==> src/rtl/pc_sequencer.sv <==
`default_nettype none
// ============================================================================
//  Module      : pc_sequencer
//  Description : Next-PC controller for the 8-bit microprocessor.
//
//                This block owns the program counter and sequences each
//                instruction through two phases:
//                  - FETCH: instruction memory reads output_PC.
//                  - EXEC : the decoder's op is accepted and the next PC is
//                           chosen.
//                The next PC can come from the incrementer, a jump, a
//                conditional branch, a call or a return. Calls and returns
//                use a small hardware return-address stack. HALT freezes
//                the block until reset.
//
//  Ports       : input_Clock      - rising-edge clock
//                input_Reset      - synchronous active-high reset
//                input_Stall      - hold all state this cycle
//                input_Op_Valid   - decoder op valid (used in EXEC only)
//                input_Op         - 0 NEXT,1 JUMP,2 BRANCH,3 CALL,4 RET,
//                                   5 HALT, 6/7 behave as NEXT
//                input_Cond       - branch condition, used by BRANCH only
//                input_Target     - jump/branch/call destination
//                output_PC        - registered program counter
//                output_Fetch     - high in FETCH (memory read of PC)
//                output_Halted    - high in HALT
//                output_Stack_Err - sticky call-overflow / ret-underflow
//                output_State     - 00 FETCH, 01 EXEC, 10 HALT
//
//  Revision    : 1.0 - initial release
// ============================================================================
module pc_sequencer #(
    parameter int                    ADDR_WIDTH   = 8,
    parameter int                    STACK_DEPTH  = 4,
    parameter logic [ADDR_WIDTH-1:0] RESET_VECTOR = '0
) (
    input  logic                  input_Clock,
    input  logic                  input_Reset,
    input  logic                  input_Stall,
    input  logic                  input_Op_Valid,
    input  logic [2:0]            input_Op,
    input  logic                  input_Cond,
    input  logic [ADDR_WIDTH-1:0] input_Target,
    output logic [ADDR_WIDTH-1:0] output_PC,
    output logic                  output_Fetch,
    output logic                  output_Halted,
    output logic                  output_Stack_Err,
    output logic [1:0]            output_State
);

    // ------------------------------------------------------------------
    // Constants
    // ------------------------------------------------------------------
    // The pointer indexes the stack entries. The count needs one extra
    // bit so that it can represent the "full" value STACK_DEPTH.
    localparam int c_PTR_W = (STACK_DEPTH > 1) ? $clog2(STACK_DEPTH) : 1;
    localparam int c_CNT_W = $clog2(STACK_DEPTH + 1);

    localparam logic [c_CNT_W-1:0] c_CNT_FULL = c_CNT_W'(STACK_DEPTH);
    localparam logic [c_CNT_W-1:0] c_CNT_ONE  = c_CNT_W'(1);

    localparam logic [1:0] c_ST_FETCH  = 2'b00;
    localparam logic [1:0] c_ST_EXEC   = 2'b01;
    localparam logic [1:0] c_ST_HALT   = 2'b10;

    localparam logic [2:0] c_OP_NEXT   = 3'd0;
    localparam logic [2:0] c_OP_JUMP   = 3'd1;
    localparam logic [2:0] c_OP_BRANCH = 3'd2;
    localparam logic [2:0] c_OP_CALL   = 3'd3;
    localparam logic [2:0] c_OP_RET    = 3'd4;
    localparam logic [2:0] c_OP_HALT   = 3'd5;

    // ------------------------------------------------------------------
    // State
    // ------------------------------------------------------------------
    logic [1:0]            r_state;
    logic [ADDR_WIDTH-1:0] r_pc;
    logic [c_CNT_W-1:0]    r_count;
    logic                  r_err;
    logic [ADDR_WIDTH-1:0] r_stack [STACK_DEPTH];

    logic [1:0]            w_state_next;
    logic [ADDR_WIDTH-1:0] w_pc_next;
    logic [c_CNT_W-1:0]    w_count_next;
    logic                  w_err_next;
    logic                  w_push;

    logic                  w_accept;
    logic [ADDR_WIDTH-1:0] w_pc_inc;
    logic [c_PTR_W-1:0]    w_wr_ptr;
    logic [c_PTR_W-1:0]    w_top_ptr;
    logic [ADDR_WIDTH-1:0] w_top;

    // The incrementer wraps naturally at 2^ADDR_WIDTH.
    assign w_pc_inc  = r_pc + ADDR_WIDTH'(1);

    // The stack grows upward. The next free slot equals the count, and the
    // top of stack is the entry just below it. When the count is zero,
    // w_top is a don't-care because RET takes the underflow path instead.
    assign w_wr_ptr  = r_count[c_PTR_W-1:0];
    assign w_top_ptr = c_PTR_W'(r_count - c_CNT_ONE);
    assign w_top     = r_stack[w_top_ptr];

    // An op is consumed only in EXEC, with valid asserted and no stall.
    // Stall therefore wins over Op_Valid.
    assign w_accept  = (r_state == c_ST_EXEC) && !input_Stall && input_Op_Valid;

    // ------------------------------------------------------------------
    // Next-state / next-PC logic
    // ------------------------------------------------------------------
    always_comb begin
        w_state_next = r_state;
        w_pc_next    = r_pc;
        w_count_next = r_count;
        w_err_next   = r_err;
        w_push       = 1'b0;

        case (r_state)
            c_ST_FETCH: begin
                if (!input_Stall) begin
                    w_state_next = c_ST_EXEC;
                end
            end

            c_ST_EXEC: begin
                if (w_accept) begin
                    w_state_next = c_ST_FETCH;
                    case (input_Op)
                        c_OP_NEXT: begin
                            w_pc_next = w_pc_inc;
                        end
                        c_OP_JUMP: begin
                            w_pc_next = input_Target;
                        end
                        c_OP_BRANCH: begin
                            w_pc_next = input_Cond ? input_Target : w_pc_inc;
                        end
                        c_OP_CALL: begin
                            // On overflow the existing entries are kept.
                            // The jump is still taken.
                            w_pc_next = input_Target;
                            if (r_count == c_CNT_FULL) begin
                                w_err_next = 1'b1;
                            end else begin
                                w_push       = 1'b1;
                                w_count_next = r_count + c_CNT_ONE;
                            end
                        end
                        c_OP_RET: begin
                            // On underflow, execution falls through to the
                            // next sequential instruction.
                            if (r_count == '0) begin
                                w_pc_next  = w_pc_inc;
                                w_err_next = 1'b1;
                            end else begin
                                w_pc_next    = w_top;
                                w_count_next = r_count - c_CNT_ONE;
                            end
                        end
                        c_OP_HALT: begin
                            w_state_next = c_ST_HALT;
                        end
                        default: begin
                            // Reserved opcodes 6 and 7 behave as NEXT.
                            w_pc_next = w_pc_inc;
                        end
                    endcase
                end
            end

            c_ST_HALT: begin
                // Frozen. Only reset leaves this state.
            end

            default: begin
                // Encoding 11 is unreachable; recover to FETCH if it is
                // ever entered.
                w_state_next = c_ST_FETCH;
            end
        endcase
    end

    // ------------------------------------------------------------------
    // Registers
    // ------------------------------------------------------------------
    always_ff @(posedge input_Clock) begin
        if (input_Reset) begin
            r_state <= c_ST_FETCH;
            r_pc    <= RESET_VECTOR;
            r_count <= '0;
            r_err   <= 1'b0;
        end else begin
            r_state <= w_state_next;
            r_pc    <= w_pc_next;
            r_count <= w_count_next;
            r_err   <= w_err_next;
        end
    end

    // Return-address storage. The return address written is always PC+1
    // of the CALL instruction.
    always_ff @(posedge input_Clock) begin
        if (input_Reset) begin
            for (int i = 0; i < STACK_DEPTH; i++) begin
                r_stack[i] <= '0;
            end
        end else if (w_push) begin
            r_stack[w_wr_ptr] <= w_pc_inc;
        end
    end

    // ------------------------------------------------------------------
    // Outputs: all decoded from registered state only
    // ------------------------------------------------------------------
    assign output_PC        = r_pc;
    assign output_State     = r_state;
    assign output_Fetch     = (r_state == c_ST_FETCH);
    assign output_Halted    = (r_state == c_ST_HALT);
    assign output_Stack_Err = r_err;

endmodule
`default_nettype wire
==> config.mk <==
export PLATFORM = sky130hd
export DESIGN_NAME = pc_sequencer
export DESIGN_NICKNAME = d
export VERILOG_FILES = /design/src/rtl/pc_sequencer.sv
export SDC_FILE = /design/constraint.sdc
export NUM_CORES = 1
export LEC_CHECK = 0
export BUFFER_PORTS_ARGS = -buffer_cell sky130_fd_sc_hd__buf_2
export CORE_ASPECT_RATIO = 1.25
export CORE_MARGIN = 2
export CORE_UTILIZATION = 52
export CTS_CLUSTER_SIZE = 16
export DETAILED_ROUTE_END_ITERATION = 16
export HOLD_SLACK_MARGIN = 0.02
export PLACE_DENSITY = 0.74
export SLEW_MARGIN = 20
export SYNTH_ARGS = -nofsm -noshare
export SYNTH_HDL_FRONTEND = slang
export SYNTH_SLANG_ARGS = --single-unit
==> constraint.sdc <==
create_clock -name input_Clock -period 2.71 [get_ports input_Clock]
set_clock_uncertainty 0.1 [all_clocks]
set_input_delay 0.271 -clock input_Clock [delete_from_list [all_inputs] [get_ports input_Clock]]
set_output_delay 0.271 -clock input_Clock [all_outputs]
set_load 0.005 [all_outputs]
# Yosys cells after proc, flatten, opt, wreduce, memory -nomap -nowiden
# Memory sizes are Yosys's and may differ from the RTL's.
# Index checks and enable logic that the tools add are counted.
# Widths: inputs -> output; s select.
[word_totals]
register_bits = 14
mem_count = 1
input_bits = 16
elab_cells = 61
ram_bits = 32
[op_classes]
n_eq_ne = 14
n_mux = 25
n_reduce_logical = 12
bitwise = 2
n_addsub = 3
[mem_list]
columns = ["memory", "words", "width", "read_ports", "rd_ports_with_merged_regs", "write_ports", "line", "text"]
rows = [
  ["r_stack", 4, 8, 1, 0, 4, "80", "logic [ADDR_WIDTH-1:0] r_stack [STACK_DEPTH];"],
]
[ops]
columns = ["operator", "n"]
rows = [
  ["$pmux 8 s4", 1],
  ["$mux 8", 3],
  ["$mux 1", 12],
  ["$ne 2x2->1 const B", 6],
  ["$reduce_and 5->1", 2],
  ["$eq 3x3->1 const B", 3],
  ["$add 8x1->8 const B", 1],
  ["$mux 2", 4],
  ["$reduce_or 8->1", 1],
  ["$eq 3x2->1 const B", 2],
  ["$mux 3", 2],
  ["$pmux 2 s3", 1],
  ["$pmux 3 s2", 1],
  ["$reduce_and 3->1", 2],
  ["$add 3x1->3 const B", 1],
  ["$eq 3x1->1 const B", 1],
  ["$logic_not 3->1", 1],
  ["$sub 3x1->3 const B", 1],
  ["$eq 2x1->1 const B", 1],
  ["$eq 2x2->1 const B", 1],
  ["$logic_and 1x1->1", 2],
  ["$logic_not 2->1", 1],
  ["$not 1->1", 2],
  ["$pmux 1 s2", 1],
  ["3 further kinds", 3],
]

# Depth between registers and ports, before layout
# Gate-level depths: netlist of the first run.
[logic_depth]
ltp_word = 10
mapped_depth = 10
mapped_depth_nobuf = 7

# Least setup slack after synthesis of the first run
# OpenSTA, ideal clock, no wires.
[synth_path]
kind = "input port to flip-flop"
start = "input port r_count[0]"
end = "memory r_stack[2][0], enable pin"
setup_time_ns = 0.334
t_arrival_ns = 2.311
path_stages = 11
slack_ns = -0.035
cell_sequence = "dfxtp_1 buf_2 inv_1 ha_1 nand2_1 nand2_4 or3_4 buf_6 or3_1 buf_6 nand2b_1"
[synth_rtl]
columns = ["item", "line", "text"]
rows = [
  ["start: declaration", "78", "logic [c_CNT_W-1:0] r_count;"],
  ["end: declaration", "80", ""],
]

==> out/results.ini, run 1 <==
[clocking]
cts_max_path_buffers=2
postCtsHoldBufs=0
clock-sinks=46
cts_buffers=5
cts_tree=built
cts_setup_buffers=0
cts_root_buf=clkbuf_8
clock_latency_ns=0.30
ctsResizeCount=0
clk_pin_slew_ns=0.09
cts_max_level=2

[sta]
worst_pin_slew_ns=0.551
hold_slack_ns=0.101
slew_violations=0
rsz0062_at_grt=no
hold_viol_final=0
finalSetupViolCount=0
maxSlewHeadroom_pct=63.0
fmax_mhz=396
fin_crit_sh_pct=93.2
layout_min_cycle_time_ns=2.53
timing.setup.tns_ns=0

[die]
die_x_um=64.5
io_pins=29
initial_core_util_pct=54.1
rows=27
die_area_sq_um=5130
core_sq_um=4390
die_h_um=79.6

[power_and_ir_drop]
ir_drop_v=0.000330
power_mw=1.32
powerDensity_nw_per_um2=500
p_leak_nw=0.926

[run_status]
status=finished clean

[synthesis]
ys.flop_type=edfxtp_1
synth_largest_area_cell=edfxtp_1
synth_area_leaders=edfxtp_1 40%, dfxtp_1 12%, nor2_1 8.4%
synth_most_common_cell=nor2_1
synth_edf_count=32
async_flop_share_pct=0
post_synth.cell_area_avg_sq_um=10.9
synthesis.instances=218
synth_fp_nets=238
ys_ff_latch=46
yosys.area.top_type_share_pct=40.4
synth_seq_area_share_pct=52.2
synth.distinct_cells=47
netlist_area_sq_um=2380
synth_common_cells=53 x nor2_1, 32 x edfxtp_1, 14 x dfxtp_1, 11 x a21oi_1, 8 x mux4_2
synth_warnings=0

[setup_path]
cp.required_ns=2.59
rr_endpoint=r_stack[2][6]
critPathMaxFanout=11
r2r_slack_ns=0.18
path_class=reg2reg
worstPathArrival_ns=2.40
reg2reg_from=r_count[1]
r2r_cells=7
cp-end-kind=register
start_kind=register

[placement]
placed_area_sq_um=2550
dp_hpwl_mm=3.91
globalplace.congestion=0.812
io_buffers=28

[route]
drt_iter0_drc=128
first_pass_iters=4
ant_nets=0
route.final.wire_length_mm=5.19
vias=1770
wire_per_inst_um=17.1
detail_route.vias_per_cell=5.82
route.detailed.drc=0

[global_route]
overflow=0
grt_max_degree=22
grt_pass1_wl_mm=8.28
antenna_found_initial=0
grt_pass1_vias=1736
grtUsageTotal_pct=21.9

[cells_and_area]
antennaDiodeCount=0
area_growth_pct=10.9
nFillCells=388
layout-drive-gt1-share_pct=22.4
nNetsFinal=265
stdcell_area_sq_um=2640

[min_path]
hp-class=in2reg
hp-start=input_Stall
min_to=output_State[0]
holdPathStages=2

[job]
maxCapViolations=0

## where the power goes
| part | switching (mW) | leakage (nW) | total [mW] | internal (mW) |
|---|---|---|---|---|
| Sequential | 0.0138 | 0.444 | 0.784 | 0.770 |
| Clock | 0.243 | 0.0441 | 0.424 | 0.181 |
| Combinational | 0.0641 | 0.438 | 0.109 | 0.0453 |
| Total | 0.321 | 0.926 | 1.32 | 0.997 |
## placed cells by master (no fill, tap or decap), drive strengths merged, types with 4 or more instances in the layout
cell,instances
nor2,54
buf,33
edfxtp,32
dfxtp,14
a21oi,11
mux4,8
nand2,8
inv,6
xnor2,6
or3,6
nor3,5
a211oi,5
clkbuf,5
o21ai,4
nand2b,4
a221oi,4
ha,4
## kinds of logic after synthesis
group	count (synthesis)	synth area share [%]
adders and majority gates	4	2.11
AOI/OAI and AO/OA	38	11.0
DFF	46	52.2
buffers and inverters	19	4.37
muxes	9	8.00
xor gates and xnor gates	9	3.32
and+or+nand+nor	93	19.0
## cell type report
| class | instances | area, sq um | area share (%) |
|---|---|---|---|
| Tap cell | 58 | 72.6 | 2.75 |
| Inverter | 6 | 22.5 | 0.854 |
| Clock inverter | 3 | 21.3 | 0.807 |
| Timing Repair Buffer | 33 | 178 | 6.74 |
| Multi-Input combinational cell | 153 | 1030 | 39.2 |
| Clock buffer | 5 | 68.8 | 2.61 |
| Sequential cell | 46 | 1240 | 47.1 |
## sequential cells by signal, indices dropped and copies added, names as in the netlist
name	cells
output_Stack_Err	1
output_PC	8
r_count	3
r_stack	32
output_State	2
## metal layers
metal / global-route usage [%] / part of all wire, % / vias to the layer above
li1: - / - / 849
met1: 25.0 / 42 / 855
met2: 38.2 / 51 / 52
met3: 5.64 / 4.3 / 14
met4: 10.2 / 2.5 / 0
met5: 0 / 0 / -
## through the flow
stage,util [%],std cells,setup WS [ns]
3_5_place_dp,58.0,296,0.215
6_report,60.0,304,0.183
5_1_grt,60.0,304,0.00660
4_1_cts,60.0,304,0.185
2_1_floorplan,-,218,0.0358
3_3_place_gp,58.0,296,0.261
## how the worst max path moves through the flow
stage	endpoint	slack, ns	start
after global placement	r_stack[2][4]	0.26	r_count[1]
after global routing	r_stack[2][6]	0.007	r_count[1]
after detailed placement	r_stack[2][1]	0.21	r_count[1]
final	r_stack[2][6]	0.18	r_count[1]
after CTS	r_stack[2][6]	0.18	r_count[1]
after floorplan	r_stack[2][0]	0.04	r_count[0]
## critical path, stage by stage, from the launching register on
cell	delay [ns]
dfxtp_1	0.41
inv_1	0.11
ha_1	0.20
nand2_1	0.12
nand2_4	0.08
or3_4	0.40
or3_1	0.46
nand2b_1	0.32
Note: power is estimated with default switching activity, not from simulation.
==> run 2: changes to the inputs <==
--- a/config.mk
+++ b/config.mk
@@ -13,6 +13,8 @@
 export DETAILED_ROUTE_END_ITERATION = 16
 export HOLD_SLACK_MARGIN = 0.02
 export PLACE_DENSITY = 0.74
+export RECOVER_POWER = 100
+export REMOVE_ABC_BUFFERS = 1
 export SLEW_MARGIN = 20
 export SYNTH_ARGS = -nofsm -noshare
 export SYNTH_HDL_FRONTEND = slang
==> run 2 against run 1 <==
Effect of this change:
- count of clock-buffer cells in the layout unchanged
- sequential power about the same
- sequential share of layout area increased by 0.27 points
- die area unchanged
- routed wire length decreased by 9.8%
- critical path depth unchanged
- non-clock buffer count unchanged
==> out/results.ini, run 2 (synthesis results as in run 1) <==
[run_status]
status=finished clean

[cells_and_area]
final_common_cell=nor2_1
largest_reg_flops=32
final_cell_mix=54 x nor2_1, 32 x edfxtp_1, 24 x buf_2
fin_util_pct=59.7
area_growth_pct=10.3
nNetsFinal=265
layout-drive-gt1-share_pct=19.5
fin_cells=304
antennaDiodeCount=0
stdcell_area_sq_um=2620
nFillCells=380
largest_register=r_stack

[die]
rows=27
core_sq_um=4390
io_pins=29
die_h_um=79.6
die_x_um=64.5
die_area_sq_um=5130
initial_core_util_pct=54.1

[sta]
hold_slack_ns=0.0926
hold_viol_final=0
maxSlewHeadroom_pct=56.5
fin_crit_sh_pct=89.3
slew_violations=0
fmax_mhz=413
layout_min_cycle_time_ns=2.42
worst_pin_slew_ns=0.651
setup_ws_ns=0.291
finalSetupViolCount=0
timing.setup.tns_ns=0
rsz0062_at_grt=no

[placement]
placedCellCount=296
io_buffers=28
placed_area_sq_um=2550
place_ws_ns=0.200
globalplace.congestion=0.850
dp_hpwl_mm=3.56

[route]
drt_iter0_drc=104
route.final.wire_length_mm=4.68
ant_nets=0
vias=1712
wire_per_inst_um=15.4
detail_route.vias_per_cell=5.63
route.detailed.drc=0
first_pass_iters=4

[clocking]
cts_max_level=2
cts_root_buf=clkbuf_8
clk_pin_slew_ns=0.09
postCtsHoldBufs=0
cts_buffers=5
clock_latency_ns=0.31
cts_max_path_buffers=2
clock-sinks=46
cts_setup_buffers=0
cts_tree=built

[global_route]
grt_pass1_vias=1655
grtUsageTotal_pct=20.5
antenna_found_initial=0
grt_pass1_wl_mm=7.89
overflow=0
grt_max_degree=21

[power_and_ir_drop]
powerDensity_nw_per_um2=506
power_mw=1.33
pwr-share-seq_pct=59.0
power_frac_clock_pct=33.1
ir_drop_v=0.000367
p_comb_share_pct=7.9
p_leak_nw=0.908
intPower_mw=1.00
p_sw_mw=0.326
netSwitchingFraction_pct=24.6

[setup_path]
start_kind=register
worstPathArrival_ns=2.29
cp.required_ns=2.58
path_class=reg2reg
critPathMaxFanout=11
reg2reg_from=r_count[1]
cp-end-kind=register
startpoint=r_count[1]

[min_path]
hp-class=in2reg
hp-start=input_Stall

[job]
maxCapViolations=0

## run 2: area by class of cell
class | instances | area, sq um | share of cell area, %
clock buffer | 5 | 68.8 | 2.63
clock inverter | 3 | 25.0 | 0.955
timing repair buffer | 33 | 166 | 6.35
inverter | 6 | 22.5 | 0.859
multi-input combinational | 153 | 1020 | 39.1
tap | 58 | 72.6 | 2.77
sequential | 46 | 1240 | 47.4
## run 2: path summary, 6_finish.rpt
path / to / slack (ns) / depth (start not counted)
worst max register to register: r_stack[2][3] / 0.29 / 7
worst max-delay path: r_stack[2][3] / 0.29 / 7
worst min-delay path: output_State[0] / 0.09 / 2
worst min register to register: output_Stack_Err / 0.37 / 2
## run 2: repair_timing
item	CTS	global route
setup endpoints to repair	0	8
hold endpoints to repair	0	0
resized for setup	0	1
## run 2: worst max-delay path, stage by stage, from the launching register on
cell and delay, ns:
dfxtp_1 0.40, inv_1 0.11, ha_1 0.20, nand2_1 0.08, nand2_1 0.11, or3_4 0.42
or3_1 0.35, nand2b_1 0.32
## run 2: power groups by stage
stage | clock network, mW | logic (mW) | registers [mW]
after floorplan | 0 | 0.0621 | 0.796
after global placement | 0 | 0.105 | 0.799
after detailed placement | 0 | 0.106 | 0.800
after CTS | 0.446 | 0.107 | 0.783
after global routing | 0.472 | 0.118 | 0.786
final | 0.439 | 0.105 | 0.783
## run 2: per-layer routing
metal  share of wire (%)  global-route usage [%]  wire (um)
met5                   0                       0          0
met4                 1.3                    7.45         62
met3                 5.0                    4.65        235
met2                  49                    33.8       2290
met1                  45                    26.6       2090
==> run 3: changes to the inputs <==
--- a/config.mk
+++ b/config.mk
@@ -13,7 +13,6 @@
 export DETAILED_ROUTE_END_ITERATION = 16
 export HOLD_SLACK_MARGIN = 0.02
 export PLACE_DENSITY = 0.74
-export RECOVER_POWER = 100
 export REMOVE_ABC_BUFFERS = 1
 export SLEW_MARGIN = 20
 export SYNTH_ARGS = -nofsm -noshare
==> run 3 against run 2 <==
Effect of this change:
- sequential share of layout area is 0.38 points lower
- via count hardly changed
- final area rose by 0.81%
- first-iteration DRC count shrank 1.9%
- core utilization increased by 0.48 points
- power up 0.20%
- worst hold slack better by 0.00067 ns
- global-route usage did not move
- sequential power about the same
==> out/results.ini, run 3 (synthesis results as in run 1) <==
[setup_path]
path_delay_family=simple AND/OR/NAND/NOR gates
worstPathArrival_ns=2.29
start_kind=register
cp.required_ns=2.58
crit_buf_inv=1
cp-end-kind=register
path_class=reg2reg
critPathMaxFanout=11
slowest_stage=dfxtp_1
slowest_delay_ns=0.41
critical_path.cell_chain=inv_1, ha_1, nand2_1, nand2_4, or3_4, or3_1, nand2b_1

[sta]
hold_viol_final=0
maxSlewHeadroom_pct=63.6
fin_crit_sh_pct=89.4
rsz0062_at_grt=no
worst_pin_slew_ns=0.547
slew_violations=0
layout_min_cycle_time_ns=2.42
finalSetupViolCount=0
fmax_mhz=413

[power_and_ir_drop]
p_leak_nw=0.927
ir_drop_v=0.000367
power_mw=1.33
powerDensity_nw_per_um2=503

[cells_and_area]
nNetsFinal=265
final_common_cell=nor2_1
layout-drive-gt1-share_pct=22.8
antennaDiodeCount=0
area_growth_pct=11.2
final_cell_mix=53 x nor2_1, 32 x edfxtp_1, 28 x buf_2
largest_reg_flops=32
fin_util_pct=60.2
largest_register=r_stack

[clocking]
cts_buffers=5
cts_tree=built
cts_root_buf=clkbuf_8
clk_pin_slew_ns=0.09
clock-sinks=46
cts_max_level=2
cts_max_path_buffers=2
postCtsHoldBufs=0
ctsResizeCount=0
clock_latency_ns=0.31
cts_setup_buffers=0

[route]
wire_per_inst_um=15.5
route.detailed.drc=0
ant_nets=0
route.final.wire_length_mm=4.70
detail_route.vias_per_cell=5.63
first_pass_iters=4
drt_iter0_drc=102
vias=1711

[run_status]
status=finished clean

[die]
die_x_um=64.5
die_h_um=79.6
rows=27
io_pins=29
die_area_sq_um=5130
initial_core_util_pct=54.1
core_sq_um=4390

[global_route]
antenna_found_initial=0
grt_pass1_vias=1655
grtUsageTotal_pct=20.5
grt_pass1_wl_mm=7.89
overflow=0
grt_max_degree=21

[min_path]
hp-class=in2reg

[placement]
globalplace.congestion=0.850
dp_hpwl_mm=3.56
io_buffers=28

[job]
maxCapViolations=0

[run 3: through the flow]
step | instances | area (sq um) | TNS, ns | hold slack [ns] | setup slack, ns
floorplan | 205 | 2300 | -0.434 | 0.240 | -0.0184
global placement | 296 | 2550 | 0 | 0.355 | 0.253
detailed placement | 296 | 2550 | 0 | 0.360 | 0.200
CTS | 304 | 2640 | 0 | 0.0795 | 0.181
global route | 304 | 2640 | 0 | 0.129 | 0.124
finish | 304 | 2640 | 0 | 0.0933 | 0.288
[run 3: where the power goes]
group          total [mW]  switching [mW]  internal [mW]
clock               0.440           0.254          0.186
combinational       0.106          0.0608         0.0457
sequential          0.783          0.0133          0.770
[run 3: path summary, 6_finish.rpt]
path,to,from,cells after the start,slack (ns)
worst min-delay path,output_State[0],input_Stall,2,0.09
worst max register to register,r_stack[2][3],r_count[1],7,0.29
worst max-delay path,r_stack[2][3],r_count[1],7,0.29
worst min register to register,output_Stack_Err,output_Stack_Err,2,0.37
[run 3: area by class of cell]
cell class	count	area, sq um
multi-input combinational	153	1030
fill	375	1750
inverter	6	22.5
clock inverter	3	25.0
clock buffer	5	68.8
tap	58	72.6
sequential	46	1240
timing repair buffer	33	178
[run 3: per-layer routing]
metal  vias up  GRT usage (%)  share of wire, %
met2        45           33.8                49
li1        844              -                 -
met5         -              0                 0
met1       817           26.6                45
met4         0           7.45               1.3
met3         5           4.65               5.0
